## config.mk

```make
export PLATFORM = sky130hd
export DESIGN_NAME = pci_cfgspace_flat
export DESIGN_NICKNAME = d
export VERILOG_FILES = /design/src/rtl/pci_cfg_pkg.sv /design/src/rtl/pci_cfgspace_if.sv /design/src/rtl/pci_cfgspace.sv /design/src/flat_wrapper.sv
export SDC_FILE = /design/constraint.sdc
export NUM_CORES = 1
export LEC_CHECK = 0
export ABC_AREA = 1
export CORE_MARGIN = 2
export CORE_UTILIZATION = 50
export CTS_BUF_LIST = sky130_fd_sc_hd__clkbuf_16
export CTS_CLUSTER_DIAMETER = 150
export CTS_CLUSTER_SIZE = 14
export DETAILED_ROUTE_END_ITERATION = 10
export PLACE_DENSITY = 0.86
export SYNTH_ARGS = -nofsm -noshare
export SYNTH_HDL_FRONTEND = slang
export SYNTH_SLANG_ARGS = --single-unit
```

## constraint.sdc

```tcl
create_clock -name clk -period 1.7 [get_ports clk]
set_input_delay 0.425 -clock clk [delete_from_list [all_inputs] [get_ports clk]]
set_output_delay 0.425 -clock clk [all_outputs]
set_load 0.01 [all_outputs]
```

## src/rtl/pci_cfg_pkg.sv

```systemverilog
// Shared constants and helpers for the Type-0 PCI configuration header.
// Offsets are dword indices; masks mark the software-writable bits.
package pci_cfg_pkg;

   localparam logic [5:0] CFG_ID      = 6'h00;
   localparam logic [5:0] CFG_CMDSTAT = 6'h01;
   localparam logic [5:0] CFG_CLASS   = 6'h02;
   localparam logic [5:0] CFG_HDR     = 6'h03;
   localparam logic [5:0] CFG_BAR0    = 6'h04;
   localparam logic [5:0] CFG_SUBSYS  = 6'h0B;
   localparam logic [5:0] CFG_INTR    = 6'h0F;

   localparam int CMD_IO_EN   = 0;
   localparam int CMD_MEM_EN  = 1;
   localparam int CMD_BUS_MST = 2;
   localparam int CMD_PERR    = 6;
   localparam int CMD_SERR    = 8;
   localparam int CMD_INT_DIS = 10;

   localparam int ST_INT  = 19;
   localparam int ST_MDPE = 24;
   localparam int ST_STA  = 27;
   localparam int ST_RTA  = 28;
   localparam int ST_RMA  = 29;
   localparam int ST_SSE  = 30;
   localparam int ST_DPE  = 31;

   localparam logic [1:0] DEVSEL_SLOW = 2'b10;

   localparam logic [31:0] MASK_CMD  = 32'h0000_0547;
   localparam logic [31:0] MASK_W1C  = 32'hF900_0000;
   localparam logic [31:0] MASK_HDR  = 32'h0000_FFFF;
   localparam logic [31:0] MASK_INTR = 32'h0000_00FF;

   function automatic logic [31:0] be_merge(
      input logic [31:0] old_v,
      input logic [31:0] new_v,
      input logic [3:0]  be,
      input logic [31:0] mask
   );
      logic [31:0] m;
      m = {{8{be[3]}}, {8{be[2]}}, {8{be[1]}}, {8{be[0]}}} & mask;
      return (old_v & ~m) | (new_v & m);
   endfunction

endpackage

```

## src/rtl/pci_cfgspace_if.sv

```systemverilog
// Configuration access port between the bus interface and the header.
// The bus side (master) issues accesses; the header (slave) returns data.
interface pci_cfgspace_if;

   logic        cfg_enable;
   logic        cfg_iswrite;
   logic [5:0]  cfg_offset;
   logic [3:0]  cfg_byte_en;
   logic [31:0] cfg_write_val;
   logic [31:0] cfg_read_val;

   modport master (
      output cfg_enable,
      output cfg_iswrite,
      output cfg_offset,
      output cfg_byte_en,
      output cfg_write_val,
      input  cfg_read_val
   );

   modport slave (
      input  cfg_enable,
      input  cfg_iswrite,
      input  cfg_offset,
      input  cfg_byte_en,
      input  cfg_write_val,
      output cfg_read_val
   );

endinterface

```

## src/rtl/pci_cfgspace.sv

```systemverilog
// Type-0 PCI configuration header: registered reads, byte-enabled writes,
// RW1C error status and exported command/BAR/interrupt fields.
module pci_cfgspace
   import pci_cfg_pkg::*;
#(
   parameter logic [15:0] VENDOR_ID      = 16'h1234,
   parameter logic [15:0] DEVICE_ID      = 16'h0001,
   parameter logic [7:0]  REVISION_ID    = 8'h00,
   parameter logic [23:0] CLASS_CODE     = 24'hFF0000,
   parameter logic [15:0] SUBSYS_VID     = 16'h0000,
   parameter logic [15:0] SUBSYS_ID      = 16'h0000,
   parameter int unsigned BAR0_SIZE_LOG2 = 12,
   parameter logic [7:0]  INT_PIN        = 8'h01
) (
   input  logic                 clk,
   input  logic                 rst,
   pci_cfgspace_if.slave        cfg,
   input  logic [5:0]           err_set,
   input  logic                 int_pending,
   output logic                 cmd_io_en,
   output logic                 cmd_mem_en,
   output logic                 cmd_bus_master,
   output logic                 cmd_perr_resp,
   output logic                 cmd_serr_en,
   output logic                 cmd_int_dis,
   output logic [31:0]          bar0_base,
   output logic [7:0]           int_line,
   output logic [7:0]           latency_timer
);

   localparam logic [31:0] BAR_MASK =
      ~((32'h1 << BAR0_SIZE_LOG2) - 32'h1);

   logic        w_wr;
   logic        w_rd;
   logic [31:0] w_rdata;
   logic [15:0] w_status;
   logic [5:0]  w_clr;

   logic [31:0] r_cmd;
   logic [5:0]  r_err;
   logic [31:0] r_hdr;
   logic [31:0] r_bar;
   logic [31:0] r_intr;

   assign w_wr = cfg.cfg_enable & cfg.cfg_iswrite;
   assign w_rd = cfg.cfg_enable & ~cfg.cfg_iswrite;

   always_ff @(posedge clk or negedge rst) begin
      if (!rst) begin
         r_cmd <= '0;
      end else if (w_wr && cfg.cfg_offset == CFG_CMDSTAT) begin
         r_cmd <= be_merge(r_cmd, cfg.cfg_write_val,
                           cfg.cfg_byte_en, MASK_CMD);
      end
   end

   // All error bits sit in byte lane 3 of the command/status dword.
   assign w_clr = {6{w_wr && cfg.cfg_offset == CFG_CMDSTAT
                     && cfg.cfg_byte_en[3]}}
                & {cfg.cfg_write_val[ST_DPE:ST_STA],
                   cfg.cfg_write_val[ST_MDPE]};

   // Set after clear so a same-cycle event is never lost.
   always_ff @(posedge clk or negedge rst) begin
      if (!rst) begin
         r_err <= '0;
      end else begin
         r_err <= (r_err & ~w_clr) | err_set;
      end
   end

   always_ff @(posedge clk or negedge rst) begin
      if (!rst) begin
         r_hdr <= '0;
      end else if (w_wr && cfg.cfg_offset == CFG_HDR) begin
         r_hdr <= be_merge(r_hdr, cfg.cfg_write_val,
                           cfg.cfg_byte_en, MASK_HDR);
      end
   end

   always_ff @(posedge clk or negedge rst) begin
      if (!rst) begin
         r_bar <= '0;
      end else if (w_wr && cfg.cfg_offset == CFG_BAR0) begin
         r_bar <= be_merge(r_bar, cfg.cfg_write_val,
                           cfg.cfg_byte_en, BAR_MASK);
      end
   end

   always_ff @(posedge clk or negedge rst) begin
      if (!rst) begin
         r_intr <= '0;
      end else if (w_wr && cfg.cfg_offset == CFG_INTR) begin
         r_intr <= be_merge(r_intr, cfg.cfg_write_val,
                            cfg.cfg_byte_en, MASK_INTR);
      end
   end

   assign w_status = {r_err[5:1], DEVSEL_SLOW, r_err[0],
                      4'h0, int_pending, 3'h0};

   always_comb begin
      w_rdata = '0;
      case (cfg.cfg_offset)
         CFG_ID:      w_rdata = {DEVICE_ID, VENDOR_ID};
         CFG_CMDSTAT: w_rdata = {w_status, 16'h0} | r_cmd;
         CFG_CLASS:   w_rdata = {CLASS_CODE, REVISION_ID};
         CFG_HDR:     w_rdata = r_hdr;
         CFG_BAR0:    w_rdata = r_bar;
         CFG_SUBSYS:  w_rdata = {SUBSYS_ID, SUBSYS_VID};
         CFG_INTR:    w_rdata = {16'h0, INT_PIN, 8'h0} | r_intr;
         default:     w_rdata = '0;
      endcase
   end

   always_ff @(posedge clk or negedge rst) begin
      if (!rst) begin
         cfg.cfg_read_val <= '0;
      end else if (w_rd) begin
         cfg.cfg_read_val <= w_rdata;
      end
   end

   assign cmd_io_en      = r_cmd[CMD_IO_EN];
   assign cmd_mem_en     = r_cmd[CMD_MEM_EN];
   assign cmd_bus_master = r_cmd[CMD_BUS_MST];
   assign cmd_perr_resp  = r_cmd[CMD_PERR];
   assign cmd_serr_en    = r_cmd[CMD_SERR];
   assign cmd_int_dis    = r_cmd[CMD_INT_DIS];
   assign bar0_base      = r_bar;
   assign int_line       = r_intr[7:0];
   assign latency_timer  = r_hdr[15:8];

endmodule

```

## src/flat_wrapper.sv

```systemverilog
// flat-port wrapper written by rule: the top's interface ports become plain ports
module pci_cfgspace_flat import pci_cfg_pkg::*;
#(
   parameter logic [15:0] VENDOR_ID      = 16'h1234,
   parameter logic [15:0] DEVICE_ID      = 16'h0001,
   parameter logic [7:0]  REVISION_ID    = 8'h00,
   parameter logic [23:0] CLASS_CODE     = 24'hFF0000,
   parameter logic [15:0] SUBSYS_VID     = 16'h0000,
   parameter logic [15:0] SUBSYS_ID      = 16'h0000,
   parameter int unsigned BAR0_SIZE_LOG2 = 12,
   parameter logic [7:0]  INT_PIN        = 8'h01
)
  (clk, rst, err_set, int_pending, cmd_io_en, cmd_mem_en, cmd_bus_master, cmd_perr_resp, cmd_serr_en, cmd_int_dis, bar0_base, int_line, latency_timer, cfg_cfg_enable, cfg_cfg_iswrite, cfg_cfg_offset, cfg_cfg_byte_en, cfg_cfg_write_val, cfg_cfg_read_val);
  pci_cfgspace_if cfg_i ();
  input  logic clk;
  input  logic rst;
  input  logic [5:0] err_set;
  input  logic int_pending;
  output logic cmd_io_en;
  output logic cmd_mem_en;
  output logic cmd_bus_master;
  output logic cmd_perr_resp;
  output logic cmd_serr_en;
  output logic cmd_int_dis;
  output logic [31:0] bar0_base;
  output logic [7:0] int_line;
  output logic [7:0] latency_timer;
  input wire logic [$bits(cfg_i.cfg_enable)-1:0] cfg_cfg_enable;
  input wire logic [$bits(cfg_i.cfg_iswrite)-1:0] cfg_cfg_iswrite;
  input wire logic [$bits(cfg_i.cfg_offset)-1:0] cfg_cfg_offset;
  input wire logic [$bits(cfg_i.cfg_byte_en)-1:0] cfg_cfg_byte_en;
  input wire logic [$bits(cfg_i.cfg_write_val)-1:0] cfg_cfg_write_val;
  output wire logic [$bits(cfg_i.cfg_read_val)-1:0] cfg_cfg_read_val;
  assign cfg_i.cfg_enable = cfg_cfg_enable;
  assign cfg_i.cfg_iswrite = cfg_cfg_iswrite;
  assign cfg_i.cfg_offset = cfg_cfg_offset;
  assign cfg_i.cfg_byte_en = cfg_cfg_byte_en;
  assign cfg_i.cfg_write_val = cfg_cfg_write_val;
  assign cfg_cfg_read_val = cfg_i.cfg_read_val;
  pci_cfgspace #(.VENDOR_ID(VENDOR_ID), .DEVICE_ID(DEVICE_ID), .REVISION_ID(REVISION_ID), .CLASS_CODE(CLASS_CODE), .SUBSYS_VID(SUBSYS_VID), .SUBSYS_ID(SUBSYS_ID), .BAR0_SIZE_LOG2(BAR0_SIZE_LOG2), .INT_PIN(INT_PIN)) u_core (.clk(clk), .rst(rst), .cfg(cfg_i), .err_set(err_set), .int_pending(int_pending), .cmd_io_en(cmd_io_en), .cmd_mem_en(cmd_mem_en), .cmd_bus_master(cmd_bus_master), .cmd_perr_resp(cmd_perr_resp), .cmd_serr_en(cmd_serr_en), .cmd_int_dis(cmd_int_dis), .bar0_base(bar0_base), .int_line(int_line), .latency_timer(latency_timer));
endmodule
```

After elaboration in Yosys (flattened, before gate mapping):

Index checks and enable logic that the tools add are counted.

* bits in registers: 166
* bits in latches: 0
* bits in writable memories: 0
* memory bits (read-only): 0
* output and inout port bits: 86
* logic and storage cells: 42
* memories: 0

* $add $sub $neg: 0
* $mul: 0
* div/mod/pow operators: 0
* magnitude comparators: 0
* eq/ne operators: 5
* shifts and indexed selects: 0
* multiplexer cells: 1
* bitwise logic cells: 24
* reduce and logical (&&, ||, !) cells: 6

Operator list (count)
* case mux 32 bit (6 select lines): 1
* AND 32 bit: 5
* OR 32 bit: 5
* AND 32 x 11 -> 32 bit: 1
* AND 32 x 16 -> 32 bit: 1
* AND 32 x 8 -> 32 bit: 1
* NOT 11 -> 32 bit: 1
* NOT 16 -> 32 bit: 1
* NOT 32 bit: 1
* NOT 8 -> 32 bit: 1
* AND 6 bit: 2
* == test 6 x 2 -> 1 bit (second input constant): 2
* == test 6 x 1 -> 1 bit (second input constant): 1
* == test 6 x 3 -> 1 bit (second input constant): 1
* == test 6 x 4 -> 1 bit (second input constant): 1
* logical NOT 6 bit: 1
* NOT 6 bit: 1
* OR 6 bit: 1
* logical AND 1 bit: 5
* AND 1 bit: 2
* NOT 1 bit: 1

Logic depth before layout (Yosys ltp):

* depth after elaboration: 7
* depth in mapped cells: 8
* depth with buffers taken out: 8

Worst setup path before layout:

No wires, ideal clock.

* path type: input-to-reg
* from: input port cfg_cfg_offset[2]
* to: register (tool-made name)
* arrival time: 1283 ps
* data required time: 1582 ps
* path slack: 299 ps
* stages on the path: 7
* cells stage by stage: nor2_1 > nand2_2 > nor2_4 > nand3_4 > buf_6 > nand2_1 > o21ai_2

RTL lines
* from (decl): line flat_wrapper.sv:30 `input wire logic [$bits(cfg_i.cfg_offset)-1:0] cfg_cfg_offset;`

==> results.yml <==
run_status:
  outcome: "complete, no violations"
timing:
  max_freq_mhz: 599.7
  finalSetupViolations: 0
  fin_skew_ps: 7.144
  tns_ps: 0
  whs_ps: 21.13
  grt_setup_unrepaired: "yes"
  min_period_ps: 1668
  fin_ws_ps: 32.46
  finalCritPeriodShare_pct: 98.09
  hold_viol: 0
  drv_slew: 0
clock_tree:
  clk_pin_slew_ps: 60
  insertion_delay_ps: 330
  cts_buffers: 9
  cts_tree: "done"
  cts-root-buf: "clkbuf_16"
  htree_num_levels: 3
  clock_sinks: 88
  clockBufferDepth: 2
logic_synthesis:
  yosysWarnings: 0
  avgSynthCellArea_um2: 9.073
  syn_inst: 465
  synthXorXnorAreaFrac_pct: 0
  synthMuxAreaShare_pct: 0
  synth_top_family_by_area: "simple AND/OR/NAND/NOR gates"
  synth-simple-area-share_pct: 25.30
  ys_seq_area_share_pct: 52.19
  synthAdderAreaFrac_pct: 0
  yosysTopAreaCellShare_pct: 52.19
  synth_compound_area_share_pct: 11.80
  synth_area_leaders: "dfrtp_1, nand2_1, o21ai_2"
  synth_cell_type_count: 26
  syn-cell-area_mm2: 0.004219
  post-synth-top-area-cell: "dfrtp_1"
  synth.ff_latch_count: 88
setup_path:
  cp.depth: 1
  reg2reg_to: "u_core.cfg.cfg_read_val[2]"
  worst_ep_required_time_ps: 1270
  crit_family: "buffers and inverters"
  slowest_delay_ps: 550
  cp-start-kind: "flop"
  crit_type: "reg2out"
  crit_arrival_ps: 1240
  crit_fanout: 3
  rr_worst_depth: 4
  cp_slowest_cell: "clkdlybuf4s50_1"
  crit_chain: "clkdlybuf4s50_1"
  reg2reg_slack_ps: 820
  worstSetupEndpointType: "primary output"
  crit_path_end: "cmd_io_en"
  critical_path_buf_inv_count: 1
placed_design:
  io_buffer_count: 126
  dp_worst_setup_slack_ps: -384.2
  dpl_cell_area_mm2: 0.005667
  hpwl_um: 7782
  gp_congestion: 0.8633
die:
  die_h_um: 95.86
  coreArea_mm2: 0.008217
  die_w_um: 95.86
  rows: 33
  ios: 139
  dieArea_mm2: 0.009189
  start_util_pct: 51.35
power_and_ir_drop:
  ir_drop_v: 0.0004622
  p_per_area_mw_per_mm2: 771.1
  power_leakage_nw: 3.684
global_routing:
  grt_overflow: 0
  grt_pass1_vias: 3527
  grt_max_degree: 39
  grt_pass1_wl_um: 16840
  grt_use_total_pct: 24.00
  antenna_found_initial: 0
detailed_routing:
  wl_per_cell_um: 15.56
  drc: 0
  routed_wl_um: 11340
  vias: 3772
  drt_pass1_iterations: 5
  vias_per_cell: 5.174
  postRouteAntennaNets: 0
  drtIter0Drc: 187
final_layout:
  drive_gt1_share_pct: 18.43
  num-nets-final: 672
  syn_to_final_growth_pct: 46.06
  antennaDiodeCount: 0
  postLayoutCellArea_mm2: 0.006162
flow_run:
  max_cap_viol_count: 0
min_path:
  hold_path_class: "in2async"
layout make-up:
type                    count  area [um^2]
flip-flops and latches     88         2202
fillers                   556         2054
repair buffers            164         1673
multi-input cells         305         1670
clock buffers               9        225.2
inverters                  51        193.9
well taps                 105        131.4
clock inverters             7        66.31
cells in the final DEF, fill, tap and decap left out, drive strengths merged, types with 12 or more instances in the layout:
master         count
nor2              13
nand2            169
buf               39
dlymetal6s2s      38
clkdlybuf4s50     78
nand3             37
conb              12
dfrtp             88
o21ai             53
inv               54
kinds of logic (layout without fill, tap and decap cells):
kind of cell	count (synthesis)	in the layout
and+or+nand+nor	225	227
buffers and inverters	85	231
other	1	12
AOI/OAI and AO/OA	66	66
DFF	88	88
worst min-delay path by stage:
stage,startpoint,endpoint,slack (ps),depth (start not counted)
2_1_floorplan,rst,async pin,130,0
5_1_grt,rst,u_core.cfg.cfg_read_val[21],40,1
6_report,rst,u_core.cfg.cfg_read_val[21],20,1
3_3_place_gp,rst,u_core.cfg.cfg_read_val[21],370,1
3_5_place_dp,rst,u_core.cfg.cfg_read_val[21],380,1
4_1_cts,rst,u_core.cfg.cfg_read_val[18],30,1
routing by layer:
metal	track usage [%]	share of wire, %
met1	30.85	39
met2	40.79	52
met3	3.681	6.3
met4	9.524	2.3
met5	0	0
cell usage after synthesis, drive strengths merged:
cell	number
nand2	169
inv	51
o21bai	1
buf	29
clkbuf	5
conb	1
nand3	35
a22o	6
nand4	8
nor2	13
o21ai	53
o21a	6
dfrtp	88
through the flow:
step	total power, mW	cells	util [%]
detailed placement	2.864	704	68.97
global placement	2.845	704	68.97
floorplan	2.495	476	-
CTS	4.762	724	72.80
global route	4.920	729	75.00
finish	4.751	729	75.00
what timing repair did:
| item | in CTS | in global routing |
|---|---|---|
| hold buffers | 0 | 0 |
| gates cloned | 1 | 1 |
| gates resized for setup | 11 | 48 |
| endpoints found under the hold margin | 0 | 0 |
| buffers inserted | 3 | 4 |
| setup endpoints to repair | 29 | 91 |
| pin swaps | 3 | 7 |
where the power goes:
part	switching [mW]	total [mW]	internal, mW
sequential	0.0584	2.23	2.17
combinational	0.302	0.598	0.296
clock	0.799	1.93	1.13
total	1.16	4.75	3.59
(Power assumes the default switching activity.)
==> edit: new RTL, config.mk and constraints unchanged <==
Put a register stage on the outputs `cmd_io_en`, `cmd_mem_en`, `cmd_bus_master`, `cmd_perr_resp`, `cmd_serr_en`, `cmd_int_dis`, `int_line` and `latency_timer`. The values now appear one clock later. The other outputs are not delayed to match.
--- a/src/rtl/pci_cfgspace.sv
+++ b/src/rtl/pci_cfgspace.sv
@@ -122,15 +122,17 @@
       end
    end
 
-   assign cmd_io_en      = r_cmd[CMD_IO_EN];
-   assign cmd_mem_en     = r_cmd[CMD_MEM_EN];
-   assign cmd_bus_master = r_cmd[CMD_BUS_MST];
-   assign cmd_perr_resp  = r_cmd[CMD_PERR];
-   assign cmd_serr_en    = r_cmd[CMD_SERR];
-   assign cmd_int_dis    = r_cmd[CMD_INT_DIS];
    assign bar0_base      = r_bar;
-   assign int_line       = r_intr[7:0];
-   assign latency_timer  = r_hdr[15:8];
+   always_ff @(posedge clk) begin
+      cmd_io_en      <= r_cmd[CMD_IO_EN];
+      cmd_mem_en     <= r_cmd[CMD_MEM_EN];
+      cmd_bus_master <= r_cmd[CMD_BUS_MST];
+      cmd_perr_resp  <= r_cmd[CMD_PERR];
+      cmd_serr_en    <= r_cmd[CMD_SERR];
+      cmd_int_dis    <= r_cmd[CMD_INT_DIS];
+      int_line       <= r_intr[7:0];
+      latency_timer  <= r_hdr[15:8];
+   end
 
 endmodule
 
Check against the original RTL: not equivalent (Yosys sat finds a counterexample within 4 cycles, from zero or initial values and one cycle with rst low).
==> edit against the unedited design <==
- clock power increased by 3%
- final area increased by 5.0%
- global-route usage increased by 1.4 points
- sequential share of layout area increased by 5.1 points
- die area increased by 6.5%
- power increased by 13%
- routed wire length increased by 6.1%
- synthesized area increased by 6.8%
- critical path type unchanged
- sequential cell count increased by 22
- sequential power increased by 25%
- worst setup slack got worse by 23 ps
==> edit: results (changes against the unedited design) <==
* Final min period: 1690 ps, +23.3 ps
* GRT Util Overall: 0.254, +0.0137
* depth of the worst register-to-register path: 5, +1
* first-pass GRT wire length: 19.6 mm, +17%
* placer's final routability congestion estimate: 0.879, +1.8%
* number of diodes added for antenna fixing: 0, unchanged
* placed wire-length estimate: 8.80 mm, +13%
* Hold Path Class: register to register
* commonest cells in the netlist: sky130_fd_sc_hd__nand2_1 (181), sky130_fd_sc_hd__dfrtp_1 (88), sky130_fd_sc_hd__inv_1 (52), sky130_fd_sc_hd__o21ai_1 (31), sky130_fd_sc_hd__nand3_1 (30)
* detail-routed net length per standard cell: 15.6 um, +0.22%
* worst clock skew on the final layout: 6.12 ps, -1.02 ps
* Via Count: 4,012, +6.4%
* number of global-route vias before repair: 4,138, +17%
* count of placed standard cells including taps: 753, +7.0%
* internal power consumption: 0.00403 W, +12%
* Compound-Gate Fraction of Synth Area: 0.0911, -0.0269
* insertion delay of the later-clocked pin in the worst-skew pair: 350 ps, +20 ps
* Max Fanout on Critical Path: 2, -1
* maximum VDD drop: 0.469 mV, +1.4%
* leak pwr: 3.58 nW, -2.9%
* gate count of the mapped netlist: 497, +6.9%
* register area share after synthesis: 0.587, +0.0646
* Starting DRT DRC Count: 193, +3.2%
* CP Data Arrival Time: 1270 ps, +30 ps
* Clock Pin Slew Worst Setup and Hold Paths: 70 ps
* net total in the final layout: 712, +6.0%
* maximum number of pins on one net before global-route repair: 43, +10%
* Placement Setup Slack: -281 ps, +103 ps
* layout cell share with drive strength beyond 1: 0.149, -0.0352
* share of flip-flops with an asynchronous set or reset after synthesis: 0.800, -0.200
* reg-to-reg endpoint: u_core.cfg.cfg_read_val[12]
* vias per cell: 5.20, +0.44%
* run status: finished clean
* top post-synthesis cells by area: sky130_fd_sc_hd__dfrtp_1 (49%), sky130_fd_sc_hd__nand2_1 (15%), sky130_fd_sc_hd__dfxtp_1 (9.8%)
-- edit: how the worst min path moves through the flow --
stage | start | end | slack [ps] | cells after the start
CTS | register | u_core.int_line[7] | 380 | 0
global route | register | u_core.int_line[3] | 390 | 0
finish | register | u_core.int_line[3] | 380 | 0
detailed placement | rst | u_core.cfg.cfg_read_val[18] | 320 | 1
floorplan | rst | async pin | 130 | 0
global placement | rst | u_core.cfg.cfg_read_val[20] | 310 | 1
-- edit: routing by layer --
layer	wire length [um]	track usage
met1	4700	0.305
met2	6140	0.433
met3	730	0.0411
met4	475	0.142
met5	0	0
-- edit: power by group through the flow --
stage	registers [W]	logic [W]	clock network [W]
after detailed placement	0.00283	0.000601	0
after global placement	0.00283	0.000585	0
after floorplan	0.00285	0.000188	0
after CTS	0.00278	0.000597	0.00200
final	0.00278	0.000596	0.00199
after global routing	0.00279	0.000647	0.00211
-- edit: per-stage QoR --
| step | util | hold slack, ps | area [um2] | setup TNS, ps |
|---|---|---|---|---|
| after floorplan | - | 129 | 4550 | 0 |
| after global placement | 0.702 | 312 | 6130 | -15030 |
| after detailed placement | 0.702 | 316 | 6130 | -18840 |
| after CTS | 0.734 | 384 | 6400 | 0 |
| after global routing | 0.742 | 391 | 6470 | -490 |
| final | 0.742 | 383 | 6470 | 0 |
-- edit: cell type report --
class                      instances  area share
sequential                       110       0.409
timing repair buffer             166       0.256
multi-input combinational        317       0.239
clock buffer                       9      0.0348
inverter                          55      0.0323
tap                              108      0.0209
clock inverter                     7     0.00870
-- edit: repair_timing --
| item | in CTS | in global routing |
|---|---|---|
| buffers inserted | 1 | 1 |
| endpoints found under the hold margin | 16 | 0 |
| pin swaps | 0 | 2 |
| endpoints found under the setup margin | 21 | 62 |
| hold buffers | 1 | 0 |
| resized for setup | 20 | 23 |
